`src/rtl/mc_sequencer.sv`:
```
// mc_sequencer: multicycle control FSM (IF/ID/EX/MEM/WB/ERR) for a one-hot-decoded ISA; strobes are Moore on state + latched decode.
// MEM stalls on mem_ready with a MEM_TIMEOUT bound; optional MC_SEQ_STEP_EN makes fetch fire only on a rising edge of run.
module mc_sequencer #(
  parameter int RSEL_W      = 2,
  parameter int CNT_W       = 16,
  parameter int MEM_TIMEOUT = 15
) (
  input  logic              clock,
  input  logic              reset,
  input  logic              run,
  input  logic [22:0]       opcode,
  input  logic [RSEL_W-1:0] rx,
  input  logic [RSEL_W-1:0] ry,
  input  logic [3:0]        flags,
  input  logic              mem_ready,
  output logic [2:0]        state,
  output logic              ir_we,
  output logic              pc_we,
  output logic              pc_src,
  output logic              rf_we,
  output logic              wb_src,
  output logic              alu_en,
  output logic              flags_we,
  output logic              dmem_re,
  output logic              dmem_we,
  output logic [RSEL_W-1:0] rf_wsel,
  output logic [RSEL_W-1:0] rf_rsel_a,
  output logic [RSEL_W-1:0] rf_rsel_b,
  output logic              mem_err,
  output logic              op_err,
  output logic [CNT_W-1:0]  retired
);

  localparam logic [2:0] S_IF  = 3'd0;
  localparam logic [2:0] S_ID  = 3'd1;
  localparam logic [2:0] S_EX  = 3'd2;
  localparam logic [2:0] S_MEM = 3'd3;
  localparam logic [2:0] S_WB  = 3'd4;
  localparam logic [2:0] S_ERR = 3'd7;

  // Counter only has to reach MEM_TIMEOUT-1: the limit cycle decides ERR vs advance.
  localparam int WAIT_W = (MEM_TIMEOUT > 1) ? $clog2(MEM_TIMEOUT) : 1;
  localparam logic [WAIT_W-1:0] WAIT_LAST = WAIT_W'(MEM_TIMEOUT - 1);

  logic [2:0]        state_q;
  logic [2:0]        state_nxt;
  logic [22:0]       op_q;
  logic [RSEL_W-1:0] rx_q;
  logic [RSEL_W-1:0] ry_q;
  logic [WAIT_W-1:0] wait_q;
  logic [CNT_W-1:0]  retired_q;
  logic              mem_err_q;
  logic              op_err_q;
  logic              op_fail;
  logic              mem_fail;
  logic              retire;
  logic              fetch;

  logic flags_unused;
  assign flags_unused = ^flags[3:2];

`ifdef MC_SEQ_STEP_EN
  logic run_q;

  always_ff @(posedge clock or posedge reset) begin
    if (reset) begin
      run_q <= 1'b0;
    end else begin
      run_q <= run;
    end
  end

  assign fetch = run & ~run_q;
`else
  assign fetch = run;
`endif

  // Live decode, consulted only for the ID next-state decision.
  logic op_onehot;
  logic is_branch;
  logic br_taken;

  assign op_onehot = (opcode != '0) && ((opcode & (opcode - 23'd1)) == '0);
  assign is_branch = |opcode[22:19];
  assign br_taken  = (opcode[19] &  flags[0])
                   | (opcode[20] & ~flags[0])
                   | (opcode[21] & ~flags[0] & ~flags[1])
                   | (opcode[22] & ~flags[1]);

  // Latched decode classes drive every strobe after ID.
  logic c_noop;
  logic c_load;
  logic c_store;
  logic c_alu;
  logic c_cmp;
  logic c_flag;
  logic c_pcw;
  logic c_swap;

  assign c_noop  = op_q[0];
  assign c_load  = |{op_q[4:1], op_q[12:11]};
  assign c_store = |op_q[14:13];
  assign c_alu   = |{op_q[10:5], op_q[16:15]};
  assign c_cmp   = op_q[17];
  assign c_flag  = |{op_q[10:7], op_q[17:15]};
  assign c_pcw   = |op_q[22:18];
  assign c_swap  = op_q[5] | op_q[12] | op_q[13] | op_q[14];

  always_comb begin
    state_nxt = state_q;
    op_fail   = 1'b0;
    mem_fail  = 1'b0;
    case (state_q)
      S_IF: begin
        if (fetch) begin
          state_nxt = S_ID;
        end
      end
      S_ID: begin
        if (!op_onehot) begin
          state_nxt = S_ERR;
          op_fail   = 1'b1;
        end else if (opcode[0] || (is_branch && !br_taken)) begin
          state_nxt = S_IF;
        end else begin
          state_nxt = S_EX;
        end
      end
      S_EX: begin
        if (c_cmp || c_noop) begin
          state_nxt = S_IF;
        end else if (c_load || c_store) begin
          state_nxt = S_MEM;
        end else begin
          state_nxt = S_WB;
        end
      end
      S_MEM: begin
        if (mem_ready) begin
          state_nxt = c_load ? S_WB : S_IF;
        end else if (wait_q == WAIT_LAST) begin
          state_nxt = S_ERR;
          mem_fail  = 1'b1;
        end
      end
      S_WB:    state_nxt = S_IF;
      S_ERR:   state_nxt = S_ERR;
      default: state_nxt = S_ERR;
    endcase
  end

  // Only ID/EX/MEM/WB can fall back to IF; ERR and unused codes never do.
  assign retire = (state_nxt == S_IF) && (state_q != S_IF);

  always_ff @(posedge clock or posedge reset) begin
    if (reset) begin
      state_q   <= S_IF;
      op_q      <= '0;
      rx_q      <= '0;
      ry_q      <= '0;
      wait_q    <= '0;
      retired_q <= '0;
      mem_err_q <= 1'b0;
      op_err_q  <= 1'b0;
    end else begin
      state_q <= state_nxt;
      if (state_q == S_ID) begin
        op_q <= opcode;
        rx_q <= rx;
        ry_q <= ry;
      end
      if (state_q != S_MEM) begin
        wait_q <= '0;
      end else if (!mem_ready && (wait_q != WAIT_LAST)) begin
        wait_q <= wait_q + WAIT_W'(1);
      end
      if (retire && (retired_q != '1)) begin
        retired_q <= retired_q + CNT_W'(1);
      end
      mem_err_q <= mem_err_q | mem_fail;
      op_err_q  <= op_err_q | op_fail;
    end
  end

  always_comb begin
    ir_we    = 1'b0;
    pc_we    = 1'b0;
    pc_src   = 1'b0;
    rf_we    = 1'b0;
    wb_src   = 1'b0;
    alu_en   = 1'b0;
    flags_we = 1'b0;
    dmem_re  = 1'b0;
    dmem_we  = 1'b0;
    case (state_q)
      S_IF: begin
        ir_we = fetch;
        pc_we = fetch;
      end
      S_EX: begin
        alu_en   = 1'b1;
        flags_we = c_flag;
      end
      S_MEM: begin
        dmem_re = c_load;
        dmem_we = c_store;
      end
      S_WB: begin
        if (c_pcw) begin
          pc_we  = 1'b1;
          pc_src = 1'b1;
        end else if (c_load) begin
          rf_we  = 1'b1;
          wb_src = 1'b1;
        end else if (c_alu) begin
          rf_we = 1'b1;
        end
      end
      default: begin
      end
    endcase
  end

  assign state     = state_q;
  assign rf_wsel   = rx_q;
  assign rf_rsel_a = c_swap ? ry_q : rx_q;
  assign rf_rsel_b = c_swap ? rx_q : ry_q;
  assign mem_err   = mem_err_q;
  assign op_err    = op_err_q;
  assign retired   = retired_q;

endmodule

```
`config.mk`:
```
export PLATFORM = sky130hd
export DESIGN_NAME = mc_sequencer
export DESIGN_NICKNAME = d
export VERILOG_FILES = /design/src/rtl/mc_sequencer.sv
export SDC_FILE = /design/constraint.sdc
export NUM_CORES = 1
export LEC_CHECK = 0
export ABC_AREA = 0
export CAP_MARGIN = 20
export CORE_UTILIZATION = 54
export CTS_BUF_LIST = sky130_fd_sc_hd__clkbuf_4
export CTS_CLUSTER_SIZE = 8
export DETAILED_ROUTE_END_ITERATION = 8
export PLACE_DENSITY = 0.87
export SKIP_CTS_REPAIR_TIMING = 1
export SYNTH_ARGS = -nofsm -noshare
export SYNTH_HDL_FRONTEND = slang
export SYNTH_SLANG_ARGS = --single-unit
```
`constraint.sdc`:
```
create_clock -name clock -period 7.4 [get_ports clock]
set_input_delay 2.22 -clock clock [delete_from_list [all_inputs] [get_ports clock]]
set_output_delay 2.22 -clock clock [all_outputs]
set_load 0.01 [all_outputs]
```
### Word-level counts from Yosys, hierarchy flattened

Cells that the tools add are included.

| storage, ports and cells | value |
|---|---|
| latch bits | 0 |
| register bits | 52 |
| bits in writable memories | 0 |
| output and inout port bits | 36 |
| logic and storage cells | 90 |
| memories kept | 0 |
| ROM bits | 0 |

| operators by class | value |
|---|---|
| $lt $le $gt $ge | 0 |
| reduce and logical (&&, ||, !) cells | 22 |
| equal/unequal tests | 8 |
| shifts and indexed selects | 0 |
| mux-type cells | 33 |
| multiply operators | 0 |
| divide/modulo/power cells | 0 |
| add/sub/neg operators | 3 |
| bitwise logic cells | 16 |

Operators by type and width:

| operator | number |
|---|---|
| 23-bit bitwise AND | 1 |
| 23-bit logical NOT | 1 |
| 23-bit nonzero test | 1 |
| 23-bit by 1-bit subtractor with 23-bit output (second input constant) | 1 |
| 3-bit two-way mux | 7 |
| 1-bit two-way mux | 19 |
| 16-bit by 1-bit adder with 16-bit output (second input constant) | 1 |
| 16-bit != test (second input constant) | 1 |
| 3-bit one-hot mux with 5 select lines | 1 |
| 4-bit two-way mux | 2 |
| 1-bit bitwise OR | 8 |
| 8-bit OR reduction | 1 |
| 7-bit OR reduction | 1 |
| 3-bit by 2-bit equality test with 1-bit output (second input constant) | 2 |
| 3-bit logical NOT | 2 |
| 2-bit two-way mux | 3 |
| 6-bit OR reduction | 1 |
| 1-bit bitwise AND | 5 |
| 1-bit logical AND | 5 |
| 5-bit OR reduction | 1 |
| 4-bit by 1-bit adder with 4-bit output (second input constant) | 1 |
| 4-bit equality test (second input constant) | 1 |
| 4-bit != test (second input constant) | 1 |
| 4-bit OR reduction | 1 |
| other kinds (10) | 14 |

### Depth between registers and ports, before layout

Gate-level depths: netlist of the first run.

| logic depth | value |
|---|---|
| word-level depth | 14 |
| depth in mapped cells | 10 |
| depth with buffers taken out | 9 |

### Worst setup path after synthesis of the first run

OpenSTA, ideal clock, no wires.

| path | value |
|---|---|
| path kind | input to output |
| start | input run |
| end | output pc_we |
| arrival | 2.709 ns |
| setup slack | 2.471 ns |
| cell stages on the path | 2 |
| path through | and2_1 or2_2 |

| between the ends | value |
|---|---|
| word-level cells in the longest chain between the ends | 1 |

Ends and longest elaborated chain:

| item | line | RTL |
|---|---|---|
| from (decl) | 10 | `input logic run,` |
| 1-bit one-hot mux with 2 select lines | 195 | `case (state_q)` |
| to (decl) | 18 | `output logic pc_we,` |

No other way between the ends.

### Worst setup path in the final report of the first run

Same ends and word-level chain as after synthesis.

==> metrics.md, run 1 <==
| Metric | Value |
|---|---|
| Data required time of the critical path | `5.18 ns` |
| Synth top cells by count | `90 x nand2_1, 52 x dfrtp_1, 30 x nor2_1` |
| Core Util, Final | `74.00%` |
| Initial Util | `57.17%` |
| Measured slew at the worst slew-check pin | `0.9567 ns` |
| Net Count, Synth | `351` |
| Post-route ant nets | `0` |
| # DRC | `0` |
| # IOs | `71` |
| Total CTS buffers | `5` |
| Ant diodes | `0` |
| Cell variety after synth | `48` |
| Max H-tree Level | `2` |
| First-pass GRT wire length | `10.07 mm` |
| Pin count of the biggest net entering global routing | `53` |
| Die Width | `73.41 µm` |
| Post-synth EDFFs | `0` |
| CP arrival | `3.54 ns` |
| Max_cap viols | `0` |
| Average wire per standard cell | `13.23 µm` |
| Max_slew headroom | `36.06%` |
| Pwr Density | `126.8 nW/µm²` |
| Critical Path Source Type | `primary input` |
| Status | `complete, no violations` |
| Ys flop type | `dfrtp_1` |
| DR vias | `2452` |
| Proportion of layout cells with a drive suffix above 1 | `8.377%` |
| Fin. Hold Viols | `0` |
| RSZ-0062 raised after global routing | `no` |
| Peak supply drop | `0.07179 mV` |
| Final setup viols | `0` |
| Pre-antenna DRT Iters | `4` |
| Worst R2R Setup Slack | `4.36 ns` |
| Yosys warning count | `0` |
| Routed WL | `5.939 mm` |
| Final Max Slew Viols | `0` |
| Avg Vias per Cell | `5.461` |
| Crit path kind | `in -> out` |
| Tcrit/Tclk final | `77.84%` |
| Gr ovfl total | `0` |
| Post-Synthesis Cell Area | `2754 µm²` |
| All-Layer GR Usage | `24.61%` |
| Core Region | `4817 µm²` |
| Most common cell in the netlist | `nand2_1` |
| Number of global-route vias before repair | `2220` |
| Cells after Synth | `313` |
| Gp weighted congestion | `0.7950` |
| Area Growth Syn to Fin | `29.44%` |
| Initial antenna violation count | `0` |
| PortBufs | `68` |
| Setup crit end kind | `output pin` |
| CTS clock-pin slew for the worst setup and hold paths | `0.13 ns` |
| Leak pwr | `1.451 nW` |
| HP Class | `reg -> reg` |
| Synth async-reset ratio | `100.0%` |
| Area contributors post-synth | `dfrtp_1 47%, nand2_1 12%, nor2_1 4.1%` |
| Die Y | `73.41 µm` |
| CTS Buffer Depth | `2` |
| Root buffer cell | `clkbuf_4` |
| Maximum clock frequency | `173.6 MHz` |
| TritonCTS clock tree | `built` |
| Min cycle time layout | `5.760 ns` |
| Mean Syn Cell Area | `8.798 µm²` |
| Sequential area share after synthesis | `47.25%` |
| HPWL after detailed placement | `4.421 mm` |
| Latest clock arrival within the worst-skew pair | `0.37 ns` |
| Core Rows | `25` |
| Number of nets in the layout | `419` |
| Synth Register Bits | `52` |
| CTS Sinks | `52` |
| Top cell type by total area after synthesis | `dfrtp_1` |
| Area of the die | `5389 µm²` |
| DR iter-0 viols | `118` |
| Yosys top cell area share | `47.25%` |
| Clock skew | `0.01377 ns` |
| Worst-path maximum fanout | `3` |
| Total Neg Setup Slack | `0 ns` |
metal layers:
metal	vias up	wire, µm	global-route usage (%)
li1	1208	-	-
met1	1154	2668	32.79
met2	82	2850	38.27
met3	8	305	6.036
met4	0	114	10.90
met5	-	0	0
where the power goes:
| part | internal (W) | switching [W] | leakage, nW | total, W |
|---|---|---|---|---|
| Combinational | 0.0000207 | 0.0000198 | 0.879 | 0.0000405 |
| Sequential | 0.000284 | 0.00000000000212 | 0.539 | 0.000284 |
| Clock | 0.0000441 | 0.0000833 | 0.0338 | 0.000127 |
| Total | 0.000349 | 0.000103 | 1.45 | 0.000452 |
final timing paths:
kind,startpoint,end,cells after the start
min reg2reg,op_q[21]$_DFFE_PP0P_,op_q[21]$_DFFE_PP0P_,2
max reg2reg,op_q[1]$_DFFE_PP0P_,retired[8]$_DFFE_PP0P_,8
max in group asynchronous,reset,rf_wsel[1]$_DFFE_PP0P_,3
min in group asynchronous,reset,wait_q[2]$_DFFE_PP0P_,2
min,op_q[21]$_DFFE_PP0P_,op_q[21]$_DFFE_PP0P_,2
max,run,pc_we,4
through the flow:
| step | instance area, µm² | std cells | setup slack (ns) | power [W] | hold WS (ns) |
|---|---|---|---|---|---|
| 3_5_place_dp | 3483 | 439 | 1.647 | 0.0003287 | 0.4559 |
| 6_report | 3565 | 449 | 1.640 | 0.0004520 | 0.4878 |
| 4_1_cts | 3540 | 447 | 1.638 | 0.0004519 | 0.4870 |
| 2_1_floorplan | 2754 | 313 | 2.471 | 0.0003017 | 0.4370 |
| 3_3_place_gp | 3483 | 439 | 1.658 | 0.0003280 | 0.4470 |
| 5_1_grt | 3565 | 449 | 1.596 | 0.0004679 | 0.5039 |
state kept, by name, indices dropped and copies added, names as in the netlist:
name,count
mem_err,1
rf_wsel,2
wait_q,4
op_q,23
ry_q,2
op_err,1
state,3
retired,16
worst max-delay path: stages:
cell and delay (ns):
clkdlybuf4s50_1 0.39, and2_1 0.16, or2_2 0.29, clkdlybuf4s50_1 0.48
cell families after synthesis:
logic type,synth area share (%)
muxes,2.044
xor gates and xnor gates,5.997
and+or+nand+nor,31.85
DFF,47.25
AOI/OAI and AO/OA,7.906
buffers and inverters,2.771
adders and majority gates,2.181
cell type report:
class,instances,area (µm²)
Timing Repair Buffer,70,705.7
Inverter,11,41.29
Clock buffer,7,52.55
Multi-Input combinational cell,241,1376
Clock inverter,1,3.754
Fill cell,399,1252
Sequential cell,52,1301
Tap cell,67,83.83
placed cells by master, fill, tap and decap left out, types with 4 or more instances in the layout:
master	synthesis	final
nand4_1	4	4
or3_1	4	4
nor4_1	6	6
o21ai_0	6	6
xnor2_1	6	6
a211oi_1	4	4
nor2_1	30	30
or2_2	5	5
clkbuf_4	0	7
xor2_1	11	11
nand3_1	8	8
clkdlybuf4s50_1	0	68
nor3_1	12	12
nand2_1	90	90
inv_1	11	10
mux2_2	5	5
a21oi_1	4	4
dfrtp_1	52	52
No activity file was read; power rests on OpenSTA's default activity.
==> run 2, diff against run 1 <==
--- a/config.mk
+++ b/config.mk
@@ -7,11 +7,11 @@
 export LEC_CHECK = 0
 export ABC_AREA = 0
 export CAP_MARGIN = 20
-export CORE_UTILIZATION = 54
+export CORE_UTILIZATION = 51
 export CTS_BUF_LIST = sky130_fd_sc_hd__clkbuf_4
 export CTS_CLUSTER_SIZE = 8
 export DETAILED_ROUTE_END_ITERATION = 8
-export PLACE_DENSITY = 0.87
+export PLACE_DENSITY = 0.83
 export SKIP_CTS_REPAIR_TIMING = 1
 export SYNTH_ARGS = -nofsm -noshare
 export SYNTH_HDL_FRONTEND = slang
==> constraint.sdc (replaced) <==
create_clock -name clock -period 5.54 [get_ports clock]
set_input_delay 1.662 -clock clock [delete_from_list [all_inputs] [get_ports clock]]
set_output_delay 1.662 -clock clock [all_outputs]
set_load 0.01 [all_outputs]
==> run 2 against run 1 <==
Setup slack worse by 0.76 ns; die area is 5.7% higher; core utilization shrank 4.2 points; critical path depth unchanged; worst hold slack improved by 0.00069 ns; final area up 0.63%; critical endpoint unchanged.
==> metrics.md, run 2 (synthesized netlist as in run 1, its figures left out) <==
| Metric | Value |
|---|---|
| Status | `complete, no violations` |
| Most flops, register | `op_q` |
| CTS Buffer Depth | `2 (unchanged)` |
| Max_slew headroom | `35.09% (-0.97 points)` |
| Number of nets in the layout | `418 (-0.24%)` |
| Tot Pwr | `0.0006451 W (+43%)` |
| Maximum clock frequency | `214.8 MHz` |
| Pwr Density | `179.8 nW/µm² (+42%)` |
| Peak supply drop | `0.08982 mV (+25%)` |
| Max FFs per register | `23 (unchanged)` |
| Tcrit/Tclk final | `84.05%` |
| Pre-antenna DRT Iters | `4 (unchanged)` |
| Crit path kind | `in -> out` |
| Pin count of the biggest net entering global routing | `53 (unchanged)` |
| Slowest-stage cell, CP | `clkdlybuf4s50_1` |
| DR vias | `2400 (-2.1%)` |
| Fin. Hold Viols | `0 (unchanged)` |
| Post-route ant nets | `0 (unchanged)` |
| Worst R2R Setup Slack | `2.49 ns (-1.87 ns)` |
| Final setup margin | `0.8838 ns (-0.7559 ns)` |
| CTS clock-pin slew for the worst setup and hold paths | `0.13 ns (about the same)` |
| Setup crit end kind | `output pin` |
| Hold Path Stages | `2 (unchanged)` |
| Gr ovfl total | `0 (unchanged)` |
| Final setup viols | `0 (unchanged)` |
| Most common cell after layout, fill and taps aside | `nand2_1` |
| Die Width | `75.49 µm (+2.8%)` |
| Ant diodes | `0 (unchanged)` |
| Crit-path most repeated cell | `clkdlybuf4s50_1` |
| First-pass GRT wire length | `10.14 mm (+0.68%)` |
| Measured slew at the worst slew-check pin | `0.9713 ns (+0.01454 ns)` |
| HP Class | `reg -> reg` |
| # IOs | `71 (unchanged)` |
| Area of the die | `5698 µm² (+5.7%)` |
| Root buffer cell | `clkbuf_4` |
| Register-to-Register Path Depth | `8 (unchanged)` |
| Min Hold Slack | `0.4885 ns (+0.0006880 ns)` |
| Latest clock arrival within the worst-skew pair | `0.36 ns (about the same)` |
| Data required time of the critical path | `3.88 ns (-1.30 ns)` |
| Die Y | `75.49 µm (+2.8%)` |
| PortBufs | `68 (unchanged)` |
| Total Neg Setup Slack | `0 ns (unchanged)` |
| CTS Sinks | `52 (unchanged)` |
| Core Region | `5140 µm² (+6.7%)` |
| Clock skew | `0.006413 ns (-0.007357 ns)` |
| Min cycle time layout | `4.656 ns` |
| TritonCTS clock tree | `built` |
| Max_cap viols | `0 (unchanged)` |
| # DRC | `0 (unchanged)` |
| Initial antenna violation count | `0 (unchanged)` |
| Max H-tree Level | `2 (unchanged)` |
| RSZ-0062 raised after global routing | `no` |
| Total CTS buffers | `5 (unchanged)` |
| Avg Vias per Cell | `5.322 (-2.6%)` |
| Core Util, Final | `69.79% (-4.2 points)` |
| CP peak stage delay | `0.48 ns (about the same)` |
| All-Layer GR Usage | `23.27% (-1.3 points)` |
| Average wire per standard cell | `13.26 µm (+0.24%)` |
| Area Growth Syn to Fin | `30.26%` |
| Initial Util | `53.58% (-3.6 points)` |
| Critical path cell sequence | `clkdlybuf4s50_1 > and2_1 > or2_2 > clkdlybuf4s50_1` |
| Core Rows | `26 (+4.0%)` |
| CP arrival | `2.99 ns (-0.55 ns)` |
| Critical Path Source Type | `primary input` |
| Proportion of layout cells with a drive suffix above 1 | `8.399% (+0.022 points)` |
| Number of global-route vias before repair | `2259 (+1.8%)` |
| Final Max Slew Viols | `0 (unchanged)` |
| Commonest non-fill, non-tap cells in the layout | `90 x nand2_1, 68 x clkdlybuf4s50_1, 52 x dfrtp_1` |
| Worst-path maximum fanout | `3 (unchanged)` |
| Routed WL | `5.980 mm (+0.69%)` |
| Leak pwr | `1.458 nW (+0.43%)` |
| Place WS | `0.7318 ns (-0.9156 ns)` |
| Gp weighted congestion | `0.7861 (-1.1%)` |
| DR iter-0 viols | `107 (-9.3%)` |
| HPWL after detailed placement | `4.557 mm (+3.1%)` |
run 2: cell count changes in the layout (fill, tap and decap cells not counted), sizes merged:
cell    previous run  this run
buf                2         1
bufinv             0         1
clkbuf             7         6
run 2: layout make-up:
class,count,area [µm²]
clock buffers,6,45.04
clock inverters,2,35.03
fillers,449,1553
inverters,11,41.29
multi-input cells,241,1376
flip-flops and latches,52,1301
well taps,70,87.58
repair buffers,69,700.7
run 2: power breakdown:
group	leakage [nW]	internal [W]	total (W)	switching, W
sequential	0.539	0.000380	0.000380	0.00000000000245
combinational	0.873	0.0000275	0.0000540	0.0000264
clock	0.0456	0.0000997	0.000212	0.000112
run 2: per-stage QoR:
step	cells	instance area, µm²
after floorplan	313	2754
after global placement	442	3487
after detailed placement	442	3487
after CTS	450	3567
after global routing	451	3587
final	451	3587
run 2: metal layers:
metal / share of wire (%) / GRT usage [%] / wire, µm / vias up
met1: 45 / 30.86 / 2688 / 1122
li1: - / - / - / 1205
met2: 49 / 38.99 / 2954 / 63
met4: 1.6 / 6.996 / 93 / 0
met3: 4.1 / 4.497 / 244 / 10
met5: 0 / 0 / 0 / -
run 2: critical path, delay by kind of cell:
kind                   cells  cell delay (ns)
buffers and inverters      2             0.87
and+or+nand+nor            2             0.45
run 2: worst paths after layout:
| kind | from | end |
|---|---|---|
| min | op_q[20]$_DFFE_PP0P_ | op_q[20]$_DFFE_PP0P_ |
| min reg2reg | op_q[20]$_DFFE_PP0P_ | op_q[20]$_DFFE_PP0P_ |
| max | run | pc_we |
| max in group asynchronous | reset | op_q[15]$_DFFE_PP0P_ |
| min in group asynchronous | reset | wait_q[2]$_DFFE_PP0P_ |
| max reg2reg | op_q[1]$_DFFE_PP0P_ | retired[8]$_DFFE_PP0P_ |
==> run 3, diff against run 2 <==
==> constraint.sdc (replaced) <==
create_clock -name clock -period 4.7 [get_ports clock]
set_input_delay 1.41 -clock clock [delete_from_list [all_inputs] [get_ports clock]]
set_output_delay 1.41 -clock clock [all_outputs]
set_load 0.01 [all_outputs]
==> run 3 against run 2 <==
Routed wire length fell by 0.25%; largest power group unchanged; largest cell class unchanged; via count rose by 1.6%; sequential share of layout area rose by 0.23 points.
==> metrics.md, run 3 (synthesized netlist as in run 1, its figures left out) <==
| Metric | Value |
|---|---|
| Wl on met1 | `2.752 mm (+2.4%)` |
| RSZ-0062 raised after global routing | `no` |
| Worst-path maximum fanout | `11 (+8)` |
| Setup crit end kind | `flip-flop` |
| Routed WL | `5.965 mm (-0.25%)` |
| Crit path kind | `in -> reg` |
| # IOs | `71 (unchanged)` |
| Most common cell after layout, fill and taps aside | `nand2_1` |
| CTS Sinks | `52 (unchanged)` |
| Uppermost layer routed | `met4` |
| Crit path to | `retired[8]$_DFFE_PP0P_` |
| Sw Share | `23.17% (+1.7 points)` |
| Area Growth Syn to Fin | `29.44%` |
| Initial Util | `53.58% (unchanged)` |
| Bufs and invs on worst path | `1 (-1)` |
| Core Region | `5140 µm² (unchanged)` |
| Wire length on met3 | `258 µm (+5.7%)` |
| DR vias | `2438 (+1.6%)` |
| CTS Buffer Depth | `2 (unchanged)` |
| Place WS | `0.2011 ns (-0.5308 ns)` |
| Metal2 WL | `2.861 mm (-3.1%)` |
| Clock skew | `0.01214 ns (+0.005732 ns)` |
| Area of the die | `5698 µm² (unchanged)` |
| Critical path cell sequence | `clkdlybuf4s50_1 > nor4_2 > nand4_1 > o31ai_1 > o221ai_1 > nor4_2 > o21ai_2 > or4_4 > xnor2_2` |
| Critical path launch point | `opcode[10]` |
| Root buffer cell | `clkbuf_4` |
| Die Y | `75.49 µm (unchanged)` |
| # DRC | `0 (unchanged)` |
| Max_slew headroom | `37.63% (+2.5 points)` |
| Register-to-Register Path Depth | `8 (unchanged)` |
| Max_cap viols | `0 (unchanged)` |
| TritonCTS clock tree | `built` |
| Switching power | `0.0001631 W (+18%)` |
| Slowest-stage cell, CP | `or4_4` |
| Register share of total power | `63.5% (+4.7 points)` |
| Pin count of the biggest net entering global routing | `53 (unchanged)` |
| Data required time of the critical path | `4.98 ns (+1.10 ns)` |
| Average wire per standard cell | `13.23 µm (-0.25%)` |
| Critical Path Source Type | `primary input` |
| Proportion of layout cells with a drive suffix above 1 | `8.399% (unchanged)` |
| Total CTS buffers | `5 (unchanged)` |
| Final Max Slew Viols | `0 (unchanged)` |
| Maximum clock frequency | `240.7 MHz` |
| Latest clock arrival within the worst-skew pair | `0.38 ns (+0.02 ns)` |
| HP Class | `reg -> reg` |
| Die Width | `75.49 µm (unchanged)` |
| Reg-to-reg startpoint | `op_q[1]$_DFFE_PP0P_` |
| Critical path's top delay family | `simple AND/OR/NAND/NOR gates` |
| CTS clock-pin slew for the worst setup and hold paths | `0.14 ns (about the same)` |
| Final setup margin | `0.5448 ns (-0.3390 ns)` |
| Fin. Hold Viols | `0 (unchanged)` |
| CP arrival | `4.44 ns (+1.45 ns)` |
| Number of nets in the layout | `419 (+0.24%)` |
| Ant diodes | `0 (unchanged)` |
| Measured slew at the worst slew-check pin | `0.9269 ns (-0.04433 ns)` |
| Internal power | `0.0005410 W (+6.8%)` |
| Crit-path most repeated cell | `nor4_2` |
| HPWL after detailed placement | `4.465 mm (-2.0%)` |
| PortBufs | `68 (unchanged)` |
| Min cycle time layout | `4.155 ns` |
| Gr ovfl total | `0 (unchanged)` |
| Worst R2R Setup Slack | `1.68 ns (-0.81 ns)` |
| Tcrit/Tclk final | `88.41%` |
| Initial antenna violation count | `0 (unchanged)` |
| All-Layer GR Usage | `23.52% (+0.25 points)` |
| Worst r2r dst | `retired[8]$_DFFE_PP0P_` |
| Max H-tree Level | `2 (unchanged)` |
| Gp weighted congestion | `0.7861 (unchanged)` |
| Total Neg Setup Slack | `0 ns (unchanged)` |
| DR iter-0 viols | `128 (+20%)` |
| Most flops, register | `op_q` |
| Max FFs per register | `23 (unchanged)` |
| First-pass GRT wire length | `9.991 mm (-1.5%)` |
| Worst path depth | `9 (+5)` |
| CP peak stage delay | `0.50 ns (+0.02 ns)` |
| Combinational power share | `9.0% (+0.6 points)` |
| Commonest non-fill, non-tap cells in the layout | `90 x nand2_1, 68 x clkdlybuf4s50_1, 52 x dfrtp_1` |
| Core Rows | `26 (unchanged)` |
| Pwr Density | `197.5 nW/µm² (+9.8%)` |
| Status | `complete, no violations` |
| Post-route ant nets | `0 (unchanged)` |
| Clock share of power | `27.4% (-5.4 points)` |
| Avg Vias per Cell | `5.406 (+1.6%)` |
| Number of global-route vias before repair | `2254 (-0.22%)` |
| Final setup viols | `0 (unchanged)` |
| Pre-antenna DRT Iters | `4 (unchanged)` |
| Peak supply drop | `0.09538 mV (+6.2%)` |
| Leak pwr | `1.448 nW (-0.68%)` |
-- run 3: cell types whose count changed in the layout (fill, tap and decap cells not counted), sizes merged --
cell and delta:
buf +1, bufinv -1
-- run 3: final cells by class --
cell class	count	area, µm²
Sequential cell	52	1301
Fill cell	438	1575
Clock buffer	6	45.04
Clock inverter	1	5.005
Multi-Input combinational cell	241	1376
Timing Repair Buffer	70	708.2
Inverter	11	41.29
Tap cell	70	87.58
-- run 3: worst min-delay path by stage --
stage | start | slack, ns | cells past startpoint | endpoint
2_1_floorplan | op_q[20]$_DFFE_PP0P_ | 0.44 | 2 | op_q[20]$_DFFE_PP0P_
3_3_place_gp | mem_err$_DFF_PP0_ | 0.45 | 2 | mem_err$_DFF_PP0_
3_5_place_dp | mem_err$_DFF_PP0_ | 0.45 | 2 | mem_err$_DFF_PP0_
4_1_cts | mem_err$_DFF_PP0_ | 0.48 | 2 | mem_err$_DFF_PP0_
5_1_grt | op_err$_DFF_PP0_ | 0.50 | 1 | op_err$_DFF_PP0_
6_report | mem_err$_DFF_PP0_ | 0.48 | 2 | mem_err$_DFF_PP0_
-- run 3: metal layers --
| metal | up-vias | track usage [%] |
|---|---|---|
| met5 | - | 0 |
| met4 | 0 | 9.053 |
| met3 | 10 | 5.688 |
| met2 | 64 | 38.59 |
| met1 | 1154 | 30.29 |
| li1 | 1210 | - |
-- run 3: through the flow --
stage | hold slack [ns] | power, W | utilization, % | std cells | instance area (µm²)
floorplan | 0.4370 | 0.0004749 | - | 313 | 2754
global placement | 0.4473 | 0.0005167 | 67.99 | 443 | 3495
detailed placement | 0.4542 | 0.0005172 | 67.99 | 443 | 3495
CTS | 0.4849 | 0.0007038 | 68.96 | 450 | 3545
global route | 0.5036 | 0.0007277 | 69.35 | 451 | 3565
finish | 0.4784 | 0.0007042 | 69.35 | 451 | 3565
-- run 3: tightest hold or removal path: cells and delay by family, from the launching register on --
family	cells	cell delay, ns
compound gates	1	0.05
buf+inv	1	0.04
flops	1	0.37
-- run 3: power by group through the flow --
stage	Combinational, W	Sequential [W]	Clock, W
floorplan	0.0000191	0.000456	0
global placement	0.0000608	0.000456	0
detailed placement	0.0000614	0.000456	0
CTS	0.0000616	0.000447	0.000195
global route	0.0000698	0.000448	0.000210
finish	0.0000636	0.000447	0.000193
